### src/rtl/div_seq_unit_if.sv
// div_seq_unit_if: start/busy/done handshake and operand/result bus for the byte divide unit.
interface div_seq_unit_if;
    logic        start;
    logic        signed_op;
    logic [15:0] dividend;
    logic [7:0]  divisor;
    logic        busy;
    logic        done;
    logic [7:0]  quotient;
    logic [7:0]  remainder;
    logic        div_error;
    modport master (
        output start, signed_op, dividend, divisor,
        input  busy, done, quotient, remainder, div_error
    );
    modport slave (
        input  start, signed_op, dividend, divisor,
        output busy, done, quotient, remainder, div_error
    );
endinterface

### src/rtl/div_seq_unit.sv
// div_seq_unit: multi-cycle 16/8 restoring DIV/IDIV with 8086 sign and divide-error semantics.
module div_seq_unit (
    input  logic        clk,
    input  logic        rst_n,
    div_seq_unit_if.slave bus
);
    typedef enum logic [2:0] {IDLE, PREP, CALC, FIX, DONE} state_t;
    state_t      state_q, state_d;
    logic [15:0] a_q, a_d;
    logic [8:0]  p_q, p_d;
    logic [7:0]  dvs_q, dvs_d;
    logic [3:0]  cnt_q, cnt_d;
    logic        sop_q, sop_d, sq_q, sq_d, sr_q, sr_d;
    logic [7:0]  quo_q, quo_d, rem_q, rem_d;
    logic        err_q, err_d, busy_q, busy_d, done_q, done_d;
    logic [8:0]  p_sh;
    logic [9:0]  trial;
    logic        ovf;
    always_comb begin
        state_d = state_q;
        a_d     = a_q;
        p_d     = p_q;
        dvs_d   = dvs_q;
        cnt_d   = cnt_q;
        sop_d   = sop_q;
        sq_d    = sq_q;
        sr_d    = sr_q;
        quo_d   = quo_q;
        rem_d   = rem_q;
        err_d   = err_q;
        p_sh    = {p_q[7:0], a_q[15]};
        trial   = {1'b0, p_sh} - {2'b00, dvs_q};
        // dvs_q stays zero through PREP on a zero divisor, so FIX can test it directly
        ovf     = (dvs_q == 8'd0) || (sop_q ? (a_q > 16'd127) : (a_q > 16'd255));
        case (state_q)
            IDLE: if (bus.start) begin
                state_d = PREP;
                a_d     = bus.dividend;
                dvs_d   = bus.divisor;
                sop_d   = bus.signed_op;
            end
            PREP: if (dvs_q == 8'd0) state_d = FIX;
            else begin
                state_d = CALC;
                a_d     = (sop_q && a_q[15]) ? -a_q : a_q;
                dvs_d   = (sop_q && dvs_q[7]) ? -dvs_q : dvs_q;
                sq_d    = sop_q & (a_q[15] ^ dvs_q[7]);
                sr_d    = sop_q & a_q[15];
                p_d     = 9'd0;
                cnt_d   = 4'd0;
            end
            CALC: begin
                p_d   = trial[9] ? p_sh : trial[8:0];
                a_d   = {a_q[14:0], ~trial[9]};
                cnt_d = cnt_q + 4'd1;
                if (cnt_q == 4'd15) state_d = FIX;
            end
            FIX: begin
                err_d   = ovf;
                quo_d   = ovf ? quo_q : (sq_q ? -a_q[7:0] : a_q[7:0]);
                rem_d   = ovf ? rem_q : (sr_q ? -p_q[7:0] : p_q[7:0]);
                state_d = DONE;
            end
            DONE:    state_d = IDLE;
            default: state_d = IDLE;
        endcase
        busy_d = (state_d == PREP) || (state_d == CALC) || (state_d == FIX);
        done_d = (state_d == DONE);
    end
    always_ff @(posedge clk or negedge rst_n) begin
        if (!rst_n) begin
            state_q <= IDLE;
            a_q     <= '0;
            p_q     <= '0;
            dvs_q   <= '0;
            cnt_q   <= '0;
            sop_q   <= 1'b0;
            sq_q    <= 1'b0;
            sr_q    <= 1'b0;
            quo_q   <= '0;
            rem_q   <= '0;
            err_q   <= 1'b0;
            busy_q  <= 1'b0;
            done_q  <= 1'b0;
        end else begin
            state_q <= state_d;
            a_q     <= a_d;
            p_q     <= p_d;
            dvs_q   <= dvs_d;
            cnt_q   <= cnt_d;
            sop_q   <= sop_d;
            sq_q    <= sq_d;
            sr_q    <= sr_d;
            quo_q   <= quo_d;
            rem_q   <= rem_d;
            err_q   <= err_d;
            busy_q  <= busy_d;
            done_q  <= done_d;
        end
    end
    assign bus.busy      = busy_q;
    assign bus.done      = done_q;
    assign bus.quotient  = quo_q;
    assign bus.remainder = rem_q;
    assign bus.div_error = err_q;
endmodule
### src/flat_wrapper.sv
// flat-port wrapper written by rule: the top's interface ports become plain ports
module div_seq_unit_flat 
  (clk, rst_n, bus_start, bus_signed_op, bus_dividend, bus_divisor, bus_busy, bus_done, bus_quotient, bus_remainder, bus_div_error);
  div_seq_unit_if bus_i ();
  input  logic clk;
  input  logic rst_n;
  input wire logic [$bits(bus_i.start)-1:0] bus_start;
  input wire logic [$bits(bus_i.signed_op)-1:0] bus_signed_op;
  input wire logic [$bits(bus_i.dividend)-1:0] bus_dividend;
  input wire logic [$bits(bus_i.divisor)-1:0] bus_divisor;
  output wire logic [$bits(bus_i.busy)-1:0] bus_busy;
  output wire logic [$bits(bus_i.done)-1:0] bus_done;
  output wire logic [$bits(bus_i.quotient)-1:0] bus_quotient;
  output wire logic [$bits(bus_i.remainder)-1:0] bus_remainder;
  output wire logic [$bits(bus_i.div_error)-1:0] bus_div_error;
  assign bus_i.start = bus_start;
  assign bus_i.signed_op = bus_signed_op;
  assign bus_i.dividend = bus_dividend;
  assign bus_i.divisor = bus_divisor;
  assign bus_busy = bus_i.busy;
  assign bus_done = bus_i.done;
  assign bus_quotient = bus_i.quotient;
  assign bus_remainder = bus_i.remainder;
  assign bus_div_error = bus_i.div_error;
  div_seq_unit u_core (.clk(clk), .rst_n(rst_n), .bus(bus_i));
endmodule
### config.mk
export PLATFORM = sky130hd
export DESIGN_NAME = div_seq_unit_flat
export DESIGN_NICKNAME = d
export VERILOG_FILES = /design/src/rtl/div_seq_unit_if.sv /design/src/rtl/div_seq_unit.sv /design/src/flat_wrapper.sv
export SDC_FILE = /design/constraint.sdc
export NUM_CORES = 1
export LEC_CHECK = 0
export ABC_AREA = 1
export CAP_MARGIN = 25
export CELL_PAD_IN_SITES_DETAIL_PLACEMENT = 1
export CELL_PAD_IN_SITES_GLOBAL_PLACEMENT = 1
export CORE_MARGIN = 3
export CORE_UTILIZATION = 35
export DETAILED_ROUTE_END_ITERATION = 10
export PLACE_DENSITY_LB_ADDON = 0.15
export SETUP_SLACK_MARGIN = 0.15
export SLEW_MARGIN = 20
export SYNTH_ARGS = -nofsm -noshare
export SYNTH_HDL_FRONTEND = slang
export SYNTH_SLANG_ARGS = --single-unit
### constraint.sdc
create_clock -name clk -period 2.2 [get_ports clk]
set_input_delay 0.55 -clock clk [delete_from_list [all_inputs] [get_ports clk]]
set_output_delay 0.55 -clock clk [all_outputs]
set_load 0.02 [all_outputs]
==> results.ini, run 1 <==
[status]
outcome = completed

[pwr]
switching_share = 0.495
combPwrFrac = 0.581
power_frac_clock = 0.170
p_per_area_mw_per_mm2 = 1570
leakagePower_nw = 2.45
power.total_mw = 8.03
seq_power_share = 0.250
ir_drop_mv = 0.641
p_sw_mw = 3.97
p_int_mw = 4.05

[logic_synthesis]
synth_edf_count = 0
yosys_warnings = 0
synthesis.nets = 621
synth_xor_area_frac = 0.0273
postSynthAreaPerCell_um2 = 7.20
muxShareOfSynthArea = 0
synth_cell_type_count = 37
yosysSeqAreaShare = 0.366
synth-compound-area-share = 0.125
async_reset_ff_frac = 1.00
synth_seq_cells = 61
synthCells = 580
synthAdderAreaFrac = 0.0408
synth_top_family_by_area = simple AND/OR/NAND/NOR gates
yosys.area_share.simple = 0.350
dominantRegCellSynth = dfrtp_1
mappedNetlistArea_mm2 = 0.00417

[global_route]
grt_max_degree = 48
grt_pass1_wl_um = 21000
grt_overflow_total = 0
track_usage = 0.203
grt_pass1_vias = 4099
grt_antenna_before_repair = 0

[placement]
place.gp.congestion = 0.852
postPlaceCellArea_mm2 = 0.00478
port-buffer-count = 46
hpwlAfterDp_um = 9460

[critical_path]
crit_path_end_kind = flip-flop
arrival_ns = 2.15
path_class = reg -> reg
critPathRequiredTime_ns = 2.41
setup.worst_path.start_class = flip-flop
path_max_fanout = 5

[die]
dieArea_mm2 = 0.0133
floorplan.initialDensity = 0.362
die_x_um = 115
die_height_um = 115
core_mm2 = 0.0115
io_pins = 47
placementRows = 39

[clock_tree]
hold_buffers = 0
clk_latency_ns = 0.34
cts.sinks = 61
cts_max_path_buffers = 2
cts_tree = done
htree_levels = 3
cts-root-buf = clkbuf_16
clk_pin_slew_worst_paths_ns = 0.06
cts_inserted_buffers = 9

[layout]
final_cell_area_mm2 = 0.00511
nets = 678
most-common-layout-cells = nand2_1 (195), inv_1 (64), dfrtp_1 (60)
finish.utilization = 0.444
area.growth.synth_to_final_pct = 22.5
antenna_cells = 0
layout-drive-gt1-share = 0.120
layout_commonest_cell = nand2_1
num-fill-cells = 1450

[sta]
max_freq_mhz = 516
setup_viol = 0
slew_violations = 0
fin_tns_setup_ns = 0
finalCritPeriodShare = 0.881
min_period_ns = 1.94
tightest_slew_ns = 0.457
final_hold_viol_count = 0
skew_ns = 0.00629
rsz0062_at_grt = true
slew_headroom = 0.695

[drt]
drtIter0Drc = 143
first_pass_iters = 4
post_drt_wl_per_cell_um = 16.0
wirelength_um = 12600
via_count = 3928
drc_errors = 0
antenna_left = 0
vias_per_cell = 5.01

[min_path]
hold_path.class = in -> async

[run]
maxCapViolations = 0

==> per-stage QoR <==
stage / std cells / setup slack (ns) / hold WS [ns]
after floorplan: 580 / 0.393 / 0.254
after global placement: 764 / 0.208 / 0.470
after detailed placement: 764 / 0.157 / 0.477
after CTS: 779 / 0.144 / 0.141
after global routing: 784 / 0.124 / 0.158
final: 784 / 0.262 / 0.133
==> area by class of cell <==
cell class                 count  area, um^2  area share
timing repair buffer          58         558       0.109
tap                          143         179      0.0350
sequential                    61        1530       0.299
clock inverter                 1        5.00    0.000978
inverter                      75         287      0.0560
multi-input combinational    432        2280       0.447
clock buffer                  14         274      0.0536
==> Yosys cell counts, types with 7 or more instances <==
library cell    n  area [um^2]
a21boi_2        7         78.8
nand3_1        50          250
inv_2           7         26.3
o21ai_0        42          210
nand2_1       197          739
xor2_1          9         78.8
inv_1          66          248
ha_1           12          150
nor2_1         36          135
dfrtp_1        61         1530
a21oi_1        10         50.1
o21ai_1        11         55.1
nand4_1        13         81.3
==> sequential cells by signal, indices dropped and copies added (netlist names) <==
| register | flops |
|---|---|
| u_core.a_q | 16 |
| u_core.bus.quotient | 8 |
| u_core.bus.remainder | 8 |
| u_core.dvs_q | 8 |
| u_core.p_q | 8 |
| u_core.cnt_q | 4 |
| u_core.state_q | 3 |
| u_core.bus.busy | 1 |
| u_core.bus.div_error | 1 |
| u_core.bus.done | 1 |
| u_core.sop_q | 1 |
| u_core.sq_q | 1 |
| u_core.sr_q | 1 |
==> power groups by stage <==
stage	Sequential, mW	Combinational [mW]	Clock [mW]
2_1_floorplan	1.89	3.51	0
3_3_place_gp	1.99	4.50	0
3_5_place_dp	2.01	4.60	0
4_1_cts	2.00	4.64	1.39
5_1_grt	2.07	5.37	1.43
6_report	2.01	4.66	1.36
==> worst paths after layout <==
| kind | start | to | cells past startpoint | slack (ns) |
|---|---|---|---|---|
| min in group clk | u_core.bus.remainder[1]$_DFFE_PN0P_ | u_core.bus.remainder[1]$_DFFE_PN0P_ | 2 | 0.48 |
| worst min register to register | u_core.bus.remainder[1]$_DFFE_PN0P_ | u_core.bus.remainder[1]$_DFFE_PN0P_ | 2 | 0.48 |
| worst max register to register | u_core.dvs_q[7]$_DFFE_PN0P_ | u_core.p_q[1]$_DFFE_PN0P_ | 8 | 0.26 |
| worst min-delay path | rst_n | u_core.a_q[8]$_DFFE_PN0P_ | 1 | 0.13 |
| worst max-delay path | u_core.dvs_q[7]$_DFFE_PN0P_ | u_core.p_q[1]$_DFFE_PN0P_ | 8 | 0.26 |
| max in group asynchronous | rst_n | u_core.dvs_q[6]$_DFFE_PN0P_ | 2 | 1.45 |
==> per-layer routing <==
layer  track usage  vias to the layer above  part of all wire
li1              -                     1985                 -
met5             0                        -                 0
met2         0.341                       48              0.48
met4        0.0603                        0             0.019
met1         0.266                     1879              0.48
met3        0.0379                       16             0.027
==> critical path: stages (launching register included) <==
cell and delay, ns:
dfrtp_1 0.45, inv_1 0.14, ha_1 0.21, or2_2 0.33
a21oi_4 0.22, buf_4 0.17, nand4_1 0.11, nand3_1 0.11
o21ai_0 0.07
==> cells by family after synthesis <==
family,Yosys count
simple gates,321
buf+inv,87
compound gates,85
flops,61
xor+xnor,13
fa+ha+maj,13
==> what timing repair did <==
action | 4_1_cts | 5_1_grt
hold endpoints to repair | 0 | 0
endpoints found under the setup margin | 1 | 21
pin swaps | 0 | 1
setup buffers | 0 | 5
resized for setup | 0 | 8
Note: power is estimated with default switching activity, not from simulation.
==> run 2, diff against run 1 <==
Settings changed: CTS_BUF_LIST from default to sky130_fd_sc_hd__clkbuf_2 sky130_fd_sc_hd__clkbuf_4 sky130_fd_sc_hd__clkbuf_8.
==> run 2 against run 1 <==
Worst setup slack better by 0.0034 ns. Core utilization is 0.81 points lower. Register-to-register slack hardly changed. Critical endpoint unchanged. Die area stayed put. Combinational power hardly changed.
==> results.ini, run 2 (synthesized netlist as in run 1, its figures left out) <==
[critical_path]
arrival_ns = 2.16  ; about the same
critPathLaunch = u_core.dvs_q[7]$_DFFE_PN0P_
reg2reg_depth = 8  ; unchanged
critPathRequiredTime_ns = 2.42  ; about the same
r2r-start = u_core.dvs_q[7]$_DFFE_PN0P_
path_class = reg -> reg
crit_path_end_kind = flip-flop
setup.worst_path.start_class = flip-flop
path_max_fanout = 5  ; unchanged

[drt]
wl_met3_um = 327  ; -4.1%
post_drt_wl_per_cell_um = 15.9  ; -0.95%
antenna_left = 0  ; unchanged
first_pass_iters = 4  ; unchanged
via_count = 3908  ; -0.51%
vias_per_cell = 4.98  ; -0.51%
drtIter0Drc = 200  ; +40%
met1Wirelength_um = 6030  ; +0.67%
met2_length_um = 5970  ; -0.20%
top_layer = met4
wirelength_um = 12400  ; -0.95%
drc_errors = 0  ; unchanged

[sta]
skew_ns = 0.00528  ; -0.00101 ns
fin_tns_setup_ns = 0  ; unchanged
final_hold_viol_count = 0  ; unchanged
min_period_ns = 1.93  ; -0.00335 ns
tightest_slew_ns = 0.462  ; +0.00502 ns
slew_violations = 0  ; unchanged
rsz0062_at_grt = true
slew_headroom = 0.692  ; -0.00335
finalCritPeriodShare = 0.879  ; -0.00152
max_freq_mhz = 517  ; +0.17%
holdWs_ns = 0.121  ; -0.0117 ns
setup_ws_ns = 0.265  ; +0.00335 ns
setup_viol = 0  ; unchanged

[layout]
finish.utilization = 0.436  ; -0.00815
most-common-layout-cells = nand2_1 (196), inv_1 (64), dfrtp_1 (60)
antenna_cells = 0  ; unchanged
layout-drive-gt1-share = 0.123  ; +0.00312
nets = 678  ; unchanged
regMostFlops = u_core.a_q
area.growth.synth_to_final_pct = 20.3
largest_register_ffs = 16  ; unchanged
layout_commonest_cell = nand2_1

[global_route]
grt_pass1_wl_um = 20800  ; -1.2%
grt_max_degree = 48  ; unchanged
grt_pass1_vias = 4060  ; -0.95%
track_usage = 0.199  ; -0.00431
grt_antenna_before_repair = 0  ; unchanged
grt_overflow_total = 0  ; unchanged

[clock_tree]
cts.sinks = 61  ; unchanged
cts_inserted_buffers = 9  ; unchanged
clk_pin_slew_worst_paths_ns = 0.07  ; about the same
clk_latency_ns = 0.34  ; about the same
cts-root-buf = clkbuf_8
htree_levels = 3  ; unchanged
cts_max_path_buffers = 2  ; unchanged
cts_tree = done

[placement]
port-buffer-count = 46  ; unchanged
place_ws_ns = 0.157  ; unchanged
place.gp.congestion = 0.852  ; unchanged
hpwlAfterDp_um = 9460  ; unchanged

[die]
die_x_um = 115  ; unchanged
io_pins = 47  ; unchanged
placementRows = 39  ; unchanged
floorplan.initialDensity = 0.362  ; unchanged
die_height_um = 115  ; unchanged
core_mm2 = 0.0115  ; unchanged
dieArea_mm2 = 0.0133  ; unchanged

[pwr]
ir_drop_mv = 0.637  ; -0.53%
p_per_area_mw_per_mm2 = 1520  ; -2.8%
leakagePower_nw = 2.41  ; -1.7%

[status]
outcome = completed

[min_path]
hold_path.class = in -> async

[run]
maxCapViolations = 0  ; unchanged

[run 2: cell types whose count changed in the layout (fill, tap and decap cells not counted)]
cell and change:
clkbuf_4 +2, fa_1 -1, clkbuf_16 -9, fa_2 +1
nand2_2 -1, clkbuf_1 -2, clkbuf_8 +9, nand2_1 +1
[run 2: worst paths after layout]
path	slack, ns	end
min reg2reg	0.49	u_core.bus.remainder[1]$_DFFE_PN0P_
max in group asynchronous	1.46	u_core.dvs_q[6]$_DFFE_PN0P_
min	0.12	u_core.a_q[14]$_DFFE_PN0P_
max reg2reg	0.27	u_core.p_q[1]$_DFFE_PN0P_
max	0.27	u_core.p_q[1]$_DFFE_PN0P_
min in group clk	0.49	u_core.bus.remainder[1]$_DFFE_PN0P_
[run 2: where the power goes]
part | internal [mW] | leakage (nW) | switching [mW]
Clock | 0.520 | 0.0994 | 0.458
Sequential | 1.54 | 0.725 | 0.464
Combinational | 1.67 | 1.59 | 3.01
[run 2: layout make-up]
type | instances | area (um^2)
timing repair buffer | 58 | 558
sequential | 61 | 1530
tap | 143 | 179
inverter | 75 | 287
clock inverter | 1 | 5.00
clock buffer | 14 | 180
fill | 1458 | 6490
multi-input combinational | 432 | 2280
[run 2: through the flow]
stage / instance area, um^2 / total power [mW] / cells
floorplan: 4170 / 5.40 / 580
global placement: 4780 / 6.49 / 764
detailed placement: 4780 / 6.61 / 764
CTS: 4960 / 7.63 / 779
global route: 5020 / 8.48 / 784
finish: 5020 / 7.66 / 784
[run 2: timing repair]
action                                 CTS  global route
endpoints found under the hold margin    0             0
pin swaps                                0             2
gates resized for setup                  0             8
setup buffers                            0             5
hold buffers                             0             0
setup endpoints to repair                1            21
[run 2: critical path, stage by stage, from the launching register on]
cell and delay [ns]:
dfrtp_1 0.45, inv_1 0.14, ha_1 0.21, or2_2 0.33
a21oi_4 0.22, buf_4 0.17, nand4_1 0.11, nand3_1 0.10
o21ai_0 0.07
[run 2: per-layer routing]
metal,vias to the layer above,track usage
met2,46,0.336
met5,-,0
met4,0,0.0477
li1,1987,-
met3,9,0.0326
met1,1866,0.266
==> run 3, diff against run 2 <==
--- a/config.mk
+++ b/config.mk
@@ -14,4 +14,5 @@
 export CTS_BUF_LIST = sky130_fd_sc_hd__clkbuf_2 sky130_fd_sc_hd__clkbuf_4 sky130_fd_sc_hd__clkbuf_8
 export DETAILED_ROUTE_END_ITERATION = 10
+export DONT_BUFFER_PORTS = 1
 export PLACE_DENSITY_LB_ADDON = 0.15
 export SETUP_SLACK_MARGIN = 0.15
==> constraint.sdc (replaced) <==
create_clock -name clk -period 2.2 [get_ports clk]
set_input_delay 0.55 -clock clk [delete_from_list [all_inputs] [get_ports clk]]
set_output_delay 0.55 -clock clk [all_outputs]
set_load 0.005 [all_outputs]
==> run 3 against run 2 <==
Hold slack got worse by 0.078 ns. Count of clock-buffer cells in the layout fell by 3. Worst setup slack improved by 0.036 ns. Combinational power fell by 2%. Flip-flop and latch count did not move. Highest routed layer unchanged. Via count fell by 1.2%. Design area fell by 6.9%. Power rose by 3.2%. Clock skew rose by 0.0092 ns. Core utilization fell by 3.0 points.
==> results.ini, run 3 (synthesized netlist as in run 1, its figures left out) <==
[layout]
regMostFlops = u_core.a_q
num-fill-cells = 1454  ; -0.27%
multiInputGateArea_mm2 = 0.00230  ; +0.55%
nets = 635  ; -6.3%
area.growth.synth_to_final_pct = 12.0
regArea_mm2 = 0.00153  ; about the same
most-common-layout-cells = nand2_1 (195), inv_1 (65), dfrtp_1 (59)
antenna_cells = 0  ; unchanged
final_cell_area_mm2 = 0.00467  ; -6.9%
largest_register_ffs = 16  ; unchanged
layout-drive-gt1-share = 0.139  ; +0.0153
layout_commonest_cell = nand2_1

[drt]
vias_per_cell = 5.21  ; +4.4%
antenna_left = 0  ; unchanged
via_count = 3863  ; -1.2%
drc_errors = 0  ; unchanged
wirelength_um = 12700  ; +2.1%
post_drt_wl_per_cell_um = 17.1  ; +7.9%
drtIter0Drc = 152  ; -24%
first_pass_iters = 4  ; unchanged

[run]
maxCapViolations = 0  ; unchanged

[pwr]
seq_power_share = 0.252  ; -0.010
leakagePower_nw = 2.27  ; -5.7%
p_int_mw = 3.91  ; +4.8%
p_sw_mw = 4.00  ; +1.7%
combPwrFrac = 0.578  ; -0.033
switching_share = 0.506  ; -0.00750
ir_drop_mv = 0.663  ; +4.0%
power_frac_clock = 0.170  ; +0.042
p_per_area_mw_per_mm2 = 1690  ; +11%

[die]
die_height_um = 115  ; unchanged
die_x_um = 115  ; unchanged
core_mm2 = 0.0115  ; unchanged
dieArea_mm2 = 0.0133  ; unchanged
placementRows = 39  ; unchanged
floorplan.initialDensity = 0.362  ; unchanged
io_pins = 47  ; unchanged

[clock_tree]
clk_pin_slew_worst_paths_ns = 0.09  ; +0.02 ns
cts-root-buf = clkbuf_8
cts_max_path_buffers = 2  ; unchanged
cts_tree = done
cts_inserted_buffers = 9  ; unchanged
htree_levels = 3  ; unchanged
clk_latency_ns = 0.37  ; +0.03 ns
cts.sinks = 61  ; unchanged

[placement]
port-buffer-count = 0  ; -100%
place.gp.congestion = 0.911  ; +7.0%
hpwlAfterDp_um = 9310  ; -1.6%
postPlaceCellArea_mm2 = 0.00431  ; -9.8%

[global_route]
grt_pass1_wl_um = 20700  ; -0.27%
track_usage = 0.201  ; +0.00191
grt_max_degree = 62  ; +29%
grt_overflow_total = 0  ; unchanged
grt_pass1_vias = 4096  ; +0.89%
grt_antenna_before_repair = 0  ; unchanged

[sta]
finalCritPeriodShare = 0.863  ; -0.0165
holdWs_ns = 0.0424  ; -0.0784 ns
max_freq_mhz = 527  ; +1.9%
fin_tns_setup_ns = 0  ; unchanged
min_period_ns = 1.90  ; -0.0363 ns
rsz0062_at_grt = true
setup_viol = 0  ; unchanged
skew_ns = 0.0145  ; +0.00921 ns
slew_violations = 0  ; unchanged
final_hold_viol_count = 0  ; unchanged
tightest_slew_ns = 0.542  ; +0.0806 ns
slew_headroom = 0.638  ; -0.0538

[status]
outcome = completed

[critical_path]
crit_path_end_kind = flip-flop
path_class = reg -> reg
setup.worst_path.start_class = flip-flop
path_max_fanout = 4  ; -1
arrival_ns = 2.14  ; -0.02 ns
critPathRequiredTime_ns = 2.44  ; +0.02 ns

[min_path]
hold_path.class = in -> async

==> run 3: cell types whose count changed in the layout (fill, tap and decap cells not counted), sizes merged <==
cell / before / now
bufinv: 0 / 3
clkdlybuf4s50: 45 / 0
nand3: 59 / 60
clkinvlp: 0 / 1
clkbuf: 14 / 11
buf: 13 / 14
==> run 3: power by group through the flow <==
stage	Sequential, mW	Clock (mW)	Combinational, mW
after global placement	2.00	0	4.34
after detailed placement	2.00	0	4.46
after CTS	1.99	1.37	4.52
after global routing	2.06	1.41	5.24
after floorplan	1.85	0	3.51
final	1.99	1.34	4.57
==> run 3: path summary, 6_finish.rpt <==
path	startpoint	to	slack, ns	cells past startpoint
worst min-delay path	rst_n	u_core.bus.quotient[6]$_DFFE_PN0P_	0.04	1
worst min register to register	u_core.cnt_q[1]$_DFFE_PN0P_	u_core.cnt_q[1]$_DFFE_PN0P_	0.50	2
min in group clk	bus_divisor[0]	u_core.dvs_q[0]$_DFFE_PN0P_	0.33	2
worst max register to register	u_core.a_q[15]$_DFFE_PN0P_	u_core.p_q[4]$_DFFE_PN0P_	0.30	10
max in group asynchronous	rst_n	u_core.dvs_q[6]$_DFFE_PN0P_	1.83	1
worst max-delay path	u_core.a_q[15]$_DFFE_PN0P_	u_core.p_q[4]$_DFFE_PN0P_	0.30	10
==> run 3: stage by stage <==
stage | worst slack (ns) | cells | util | power [mW]
5_1_grt | 0.143 | 742 | 0.406 | 8.71
3_3_place_gp | 0.250 | 718 | 0.374 | 6.34
2_1_floorplan | 0.393 | 580 | - | 5.36
3_5_place_dp | 0.188 | 718 | 0.374 | 6.47
4_1_cts | 0.195 | 735 | 0.399 | 7.87
6_report | 0.301 | 742 | 0.406 | 7.90
==> run 3: critical path, cell delays in order, from the launching register on <==
cell	delay, ns
dfrtp_1	0.42
inv_1	0.10
ha_1	0.14
inv_1	0.11
fa_2	0.44
nand3_1	0.09
nand3_1	0.09
xnor2_1	0.14
nand2_1	0.07
nand3_1	0.06
o21ai_0	0.10
==> run 3: repair_timing <==
item,CTS,global route
hold buffers,1,0
gates resized for setup,0,9
endpoints found under the setup margin,0,21
setup buffers,0,6
hold endpoints to repair,61,0
==> run 3: final cells by class <==
class,count,share of cell area
clock buffers,11,0.0324
clock inverters,5,0.0228
inverters,75,0.0613
multi-input cells,433,0.491
flip-flops and latches,61,0.327
well taps,143,0.0383
repair buffers,14,0.0268
==> run 3: metal layers <==
layer / part of all wire / track usage
met5: 0 / 0
met1: 0.45 / 0.255
met2: 0.49 / 0.341
met4: 0.025 / 0.0861
met3: 0.030 / 0.0274
